**config.mk**
```make
export PLATFORM = sky130hd
export DESIGN_NAME = adc_burst_ctrl
export DESIGN_NICKNAME = d
export VERILOG_FILES = /design/src/rtl/adc_burst_ctrl.sv
export SDC_FILE = /design/constraint.sdc
export NUM_CORES = 1
export LEC_CHECK = 0
export BUFFER_PORTS_ARGS = -buffer_cell sky130_fd_sc_hd__buf_2
export CAP_MARGIN = 5
export CORE_MARGIN = 4
export CORE_UTILIZATION = 32
export DETAILED_ROUTE_END_ITERATION = 8
export PLACE_DENSITY = 0.57
export SLEW_MARGIN = 20
export SYNTH_ARGS = -nofsm -noshare
export SYNTH_HDL_FRONTEND = slang
export SYNTH_SLANG_ARGS = --single-unit
```
**constraint.sdc**
```tcl
create_clock -name clk_in -period 2.8 [get_ports clk_in]
set_input_delay 0.14 -clock clk_in [delete_from_list [all_inputs] [get_ports clk_in]]
set_output_delay 0.14 -clock clk_in [all_outputs]
set_load 0.1 [all_outputs]
```
**src/rtl/adc_burst_ctrl.sv**
```systemverilog
// Serial ADC front-end: drives sync/sclk, deserialises sdo, single-shot or n-sample bursts.
// Optional running accumulator enabled by defining ADC_BURST_ACCUM_EN.
module adc_burst_ctrl #(
  parameter int DATA_W     = 12,
  parameter int FRAME_BITS = 16,
  parameter int CLK_DIV    = 4,
  parameter int QUIET_CYC  = 8,
  parameter int N_W        = 12
) (
  input  logic              clk_in,
  input  logic              rst,
  input  logic              ctrl,
  input  logic              mode,
  input  logic [N_W-1:0]    n,
  input  logic              abort,
  input  logic              sdo,
  output logic              sync,
  output logic              sclk,
  output logic [DATA_W-1:0] data,
  output logic              valid,
  output logic              ready,
  output logic [N_W-1:0]    sample_cnt
`ifdef ADC_BURST_ACCUM_EN
  ,
  output logic [DATA_W+N_W-1:0] acc_sum,
  output logic                  acc_done
`endif
);

  localparam int DIV_W = (CLK_DIV > 1) ? $clog2(CLK_DIV) : 1;
  localparam int BIT_W = $clog2(FRAME_BITS + 1);
  localparam int QC_W  = $clog2(QUIET_CYC + 1);

  localparam logic [DIV_W-1:0] DIV_LAST   = DIV_W'(CLK_DIV - 1);
  localparam logic [BIT_W-1:0] BIT_LAST   = BIT_W'(FRAME_BITS - 1);
  localparam logic [QC_W-1:0]  QUIET_LAST = QC_W'(QUIET_CYC);
  localparam logic [N_W-1:0]   CNT_MAX    = '1;

  localparam logic [1:0] IDLE  = 2'd0;
  localparam logic [1:0] CONV  = 2'd1;
  localparam logic [1:0] QUIET = 2'd2;

  logic [1:0]        state;
  logic [DIV_W-1:0]  div_cnt;
  logic [BIT_W-1:0]  bit_cnt;
  logic [QC_W-1:0]   quiet_cnt;
  logic [N_W-1:0]    burst_n;
  logic [DATA_W-2:0] shift;
  logic [DATA_W-1:0] sample;
  logic [N_W-1:0]    start_n;

  assign ready   = (state == IDLE);
  // Only the newest DATA_W-1 bits are kept; leading frame bits fall off the top.
  assign sample  = {shift, sdo};
  assign start_n = (mode && (n != '0)) ? n : N_W'(1);

  // NOTE: all state below uses non-blocking assignments so every register
  // samples the pre-edge values of its neighbours, independent of statement order.
  always_ff @(posedge clk_in or posedge rst) begin
    if (rst) begin
      state      <= IDLE;
      sync       <= 1'b1;
      sclk       <= 1'b1;
      data       <= '0;
      valid      <= 1'b0;
      sample_cnt <= '0;
      div_cnt    <= '0;
      bit_cnt    <= '0;
      quiet_cnt  <= '0;
      burst_n    <= '0;
      shift      <= '0;
`ifdef ADC_BURST_ACCUM_EN
      acc_sum    <= '0;
      acc_done   <= 1'b0;
`endif
    end else begin
      valid <= 1'b0;
`ifdef ADC_BURST_ACCUM_EN
      acc_done <= 1'b0;
`endif
      case (state)
        IDLE: begin
          if (ctrl && !abort) begin
            state      <= CONV;
            sync       <= 1'b0;
            sclk       <= 1'b1;
            div_cnt    <= '0;
            bit_cnt    <= '0;
            burst_n    <= start_n;
            sample_cnt <= '0;
`ifdef ADC_BURST_ACCUM_EN
            acc_sum    <= '0;
`endif
          end
        end

        CONV: begin
          if (abort) begin
            state <= IDLE;
            sync  <= 1'b1;
            sclk  <= 1'b1;
          end else if (div_cnt != DIV_LAST) begin
            div_cnt <= div_cnt + 1'b1;
          end else begin
            div_cnt <= '0;
            if (sclk) begin
              sclk <= 1'b0;
            end else if (bit_cnt != BIT_LAST) begin
              sclk    <= 1'b1;
              shift   <= sample[DATA_W-2:0];
              bit_cnt <= bit_cnt + 1'b1;
            end else begin
              // Last rising edge: publish the sample and release the ADC.
              sclk      <= 1'b1;
              sync      <= 1'b1;
              data      <= sample;
              valid     <= 1'b1;
              state     <= QUIET;
              quiet_cnt <= '0;
              if (sample_cnt != CNT_MAX) sample_cnt <= sample_cnt + 1'b1;
`ifdef ADC_BURST_ACCUM_EN
              acc_sum   <= acc_sum + (DATA_W+N_W)'(sample);
`endif
            end
          end
        end

        QUIET: begin
          if (abort) begin
            state <= IDLE;
          end else if (quiet_cnt != QUIET_LAST) begin
            quiet_cnt <= quiet_cnt + 1'b1;
          end else if (sample_cnt < burst_n) begin
            state   <= CONV;
            sync    <= 1'b0;
            sclk    <= 1'b1;
            div_cnt <= '0;
            bit_cnt <= '0;
          end else begin
            state <= IDLE;
`ifdef ADC_BURST_ACCUM_EN
            acc_done <= 1'b1;
`endif
          end
        end

        default: begin
          state <= IDLE;
          sync  <= 1'b1;
          sclk  <= 1'b1;
        end
      endcase
    end
  end

endmodule
```
Word-level counts from Yosys, hierarchy flattened
Index checks and enable logic that the tools add are counted.

word-level totals
  flip-flop bits (word level) = 63
  latch bits = 0
  memory bits (writable) = 0
  bits in read-only memories = 0
  output and inout port bits = 28
  memories kept = 0

operators by class
  $add $sub $neg = 4
  $mul = 0
  divide/modulo/power cells = 0
  order comparisons = 1
  equality and inequality tests = 21
  shifts and indexed selects = 0
  muxes and demuxes = 62
  bitwise logic cells = 4
  reduce and logical (&&, ||, !) cells = 18

operators by type and width
  kind                                           number
  two-way mux 12 bit                             7
  two-way mux 5 bit                              8
  two-way mux 2 bit                              13
  two-way mux 4 bit                              6
  case mux 12 bit (2 select lines)               1
  != test 2 bit, second input constant           11
  two-way mux 1 bit                              21
  AND reduction 7 bit                            3
  AND reduction 5 bit                            4
  case mux 5 bit (3 select lines)                1
  adder 12 x 1 -> 12 bit, second input constant  1
  less-than comparator 12 bit                    1
  != test 12 bit, second input constant          1
  != test 3 bit, second input constant           4
  case mux 2 bit (3 select lines)                2
  nonzero test 12 bit                            1
  AND reduction 9 bit                            1
  case mux 4 bit (2 select lines)                1
  case mux 1 bit (3 select lines)                2
  AND reduction 6 bit                            1
  adder 5 x 1 -> 5 bit, second input constant    1
  != test 5 x 4 -> 1 bit, second input constant  1
  adder 4 x 1 -> 4 bit, second input constant    1
  != test 4 bit, second input constant           1
  11 further kinds                               16

Logic depth before layout (Yosys ltp)
  word-level depth = 7
  mapped depth = 9

Worst setup path before layout
Ideal clock, no wire load.

  path type = reg-to-reg
  start = register sample_cnt[1]
  end = register sample_cnt[7]
  arrival time = 2348 ps
  path slack = 320 ps
  cell stages (with the launch flop) = 8
  clock period less this slack = 2480 ps
  path through = dfrtp_1 -> ha_1 -> nand2_1 -> nor4_1 -> clkbuf_1 -> nor4_1 -> xnor2_1 -> nor2_1

between the ends
  longest elaborated chain between the ends = 7

ends and longest elaborated chain
  element                           line  text
  start, declared                   22    output logic [N_W-1:0] sample_cnt
  start signal, assigned            120   if (sample_cnt != CNT_MAX) sample_cnt <= sample_cnt + 1'b1;
  adder 12 x 1 -> 12 bit            120
  two-way mux 12 bit                120
  two-way mux 12 bit                108   end else if (bit_cnt != BIT_LAST) begin
  two-way mux 12 bit                106   if (sclk) begin
  two-way mux 12 bit                102   end else if (div_cnt != DIV_LAST) begin
  two-way mux 12 bit                98    if (abort) begin
  case mux 12 bit (2 select lines)  81    case (state)

Several ways; a longest one is shown, not always the timed one. The select of a mux whose other input is x is not followed.
A chain may end at the register's enable or synchronous reset.

Final worst setup path
  start = register bit_cnt[0]
  end = register shift[4]

between the ends
  longest elaborated chain between the ends = 2

ends and longest elaborated chain
  element                        line  text
  start, declared                45    logic [BIT_W-1:0] bit_cnt;
  start signal, assigned         111   bit_cnt <= bit_cnt + 1'b1;
  != test 5 x 4 -> 1 bit         108
  AND reduction 5 bit (no line)  -
  end signal, assigned           110   shift <= sample[DATA_W-2:0];
  end, declared                  48    logic [DATA_W-2:0] shift;

No other way between the ends.

==> impl_metrics.yaml <==
layout:
  fillCellCount: 1009
  antenna_cells: 0
  drive_gt1_frac: 0.2857
  syn_to_final_growth_pct: 19.71
  final_net_count: 387
sta:
  hold_viol_final: 0
  slew_violations: 0
  min_period_over_period: 0.8187
  tightest_slew_ns: 0.7907
  slew_headroom: 0.4729
  setup_viol: 0
  grt_setup_unrepaired: "no"
  finClkSkew_ns: 0.01207
  fmax_mhz: 436.3
  finalCriticalPeriod_ns: 2.292
  final.setup.tns_ns: 0
floorplan:
  die_y_um: 107.8
  initial_core_util: 0.3275
  core_um2: 9729
  dieArea_um2: 11620
  die_w_um: 107.8
  fp-row-count: 36
  io_pins: 46
yosys:
  yosysSeqAreaShare: 0.4955
  synth_top_cell_by_area: "dfrtp_1"
  synth_async_sr_flop_share: 1.000
  synth.distinct_cells: 48
  ys.flop_type: "dfrtp_1"
  ys_warn_count: 0
  syn_nets: 333
  yosys_register_bits: 63
  synth_area_um2: 3187
  syn_inst: 298
  synth-edff-count: 0
  syn_avg_cell_area_um2: 10.69
  yosysTopAreaCellShare: 0.4790
  yosys-top-cells-area: "dfrtp_1 (48%), ha_1 (6.7%), mux2_2 (5.7%)"
clock_tree:
  clk_latency_ns: 0.33
  cts_resized: 0
  clkSinkCount: 63
  holdBufCountCts: 0
  clkTransAtPathRegs_ns: 0.07
  cts_setup_buffers: 0
  cts_tree: "yes"
  cts-htree-levels: 3
  clock_path_buffers: 2
  numCtsBuffers: 9
  root_buffer: "clkbuf_8"
global_route:
  grt_overflow: 0
  grt_pass1_vias: 2415
  grtUsageTotal: 0.1247
  grt_max_degree: 64
  antenna_found_initial: 0
  grt_pass1_wl_mm: 11.58
drt:
  drt_wl_total_mm: 6.839
  drtIter0Drc: 92
  wire_per_inst_um: 13.96
  viasPerCell: 4.816
  ant_nets: 0
  first_pass_iters: 4
  drc: 0
  vias: 2360
worst_setup_path:
  crit_type: "reg2reg"
  required_ns: 3.02
  worstPathMaxFanout: 15
  crit_arrival_ns: 2.51
  end_kind: "register"
  crit_path_start_kind: "register"
placed_design:
  place_congestion: 0.8060
  hpwl_mm: 4.954
  port_buffers: 45
outcome:
  status: "complete, no violations"
flow_run:
  max_cap_viol_count: 0
pwr:
  p_per_area_nw_per_um2: 571.3
  ir_drop_mv: 0.2335
  finalPower_mw: 2.180
  power_leakage_nw: 1.891
min_path:
  min_path_type: "in2async"
[final timing paths]
kind | from | cells after the start | slack [ns] | end
worst max-delay path | bit_cnt[0] | 6 | 0.51 | shift[4]
worst min-delay path | rst | 3 | 0.03 | data[0]
worst max register to register | bit_cnt[0] | 6 | 0.51 | shift[4]
worst min register to register | bit_cnt[4] | 1 | 0.49 | bit_cnt[4]
max in group asynchronous | rst | 3 | 2.25 | div_cnt[1]
min in group clk_in | n[4] | 3 | 0.03 | burst_n[4]
[worst max-delay path, cell delays in order, from the launching register on]
cell and delay [ns]:
dfrtp_1 0.42, ha_1 0.24, and3_1 0.19, ha_1 0.18
or4b_1 0.58, buf_4 0.25, mux2_4 0.31
[final cells by class]
type                            instances  area (um2)  share of cell area
Clock buffer                            9       123.9             0.03247
Clock inverter                          7       97.59             0.02558
Inverter                               20       75.07             0.01968
Multi-Input combinational cell        204        1480              0.3880
Sequential cell                        63        1579              0.4139
Tap cell                              133       166.4             0.04362
Timing Repair Buffer                   54       292.8             0.07675
[flip-flops by register name, summed over array words and instances (netlist names), 2 cells and up]
| signal | flops |
|---|---|
| burst_n | 12 |
| quiet_cnt | 4 |
| div_cnt | 2 |
| state | 2 |
| sample_cnt | 12 |
| bit_cnt | 5 |
| data | 12 |
| shift | 11 |
[placed cells by master, fill, tap and decap left out, drive strengths merged, types with 10 or more instances in the layout]
cell type  Yosys  routed
a21oi         10      10
buf            4      54
dfrtp         61      61
ha            17      17
inv           20      20
mux2          24      24
nand2         27      27
nor2          23      23
nor4          10      10
o21ai         20      20
[per-stage QoR]
stage	hold slack, ns	worst slack [ns]	area [um2]	cells	utilization
2_1_floorplan	0.2568	0.3203	3187	298	-
6_report	0.03161	0.5077	3815	490	0.3921
5_1_grt	0.04122	0.4113	3815	490	0.3921
3_5_place_dp	0.3726	0.5316	3593	474	0.3693
4_1_cts	0.01322	0.5018	3815	490	0.3921
3_3_place_gp	0.3604	0.5910	3593	474	0.3693
[cells in the mapped netlist (2+ instances only)]
library cell,n
nand4_1,5
inv_1,20
a31oi_1,2
nor2_1,23
mux2_2,16
nand2b_1,3
nand2_1,27
buf_2,3
nor3b_1,3
xnor2_1,9
a211o_1,2
o211ai_1,2
o21ai_0,20
xor2_1,2
mux2_4,8
a21oi_1,10
a21o_1,2
nand3_1,8
clkbuf_1,7
a21boi_2,2
o22ai_1,2
dfstp_2,2
and2_1,2
ha_1,17
nor2b_1,4
dfrtp_1,61
nor3_1,5
mux2i_1,2
nor4_1,10
[kinds of logic (layout without fill, tap and decap cells)]
group | Yosys count | count (layout) | synth area share
simple gates | 99 | 99 | 0.1614
flops | 63 | 63 | 0.4955
compound gates | 51 | 51 | 0.1056
buf+inv | 31 | 90 | 0.04005
mux | 26 | 26 | 0.1005
fa+ha+maj | 17 | 17 | 0.06674
xor+xnor | 11 | 11 | 0.03023
[power by group]
part	total (mW)	switching (mW)	internal [mW]	leakage (nW)
combinational	0.300	0.203	0.0971	0.939
clock	0.871	0.369	0.502	0.105
sequential	1.01	0.0419	0.967	0.846
[per-layer routing]
metal  GRT usage  routed length, um
met2      0.1972               3182
met3     0.02639                274
met4     0.05140                 74
met1      0.1657               3307
met5           0                  0
Note: power is estimated with default switching activity, not from simulation.
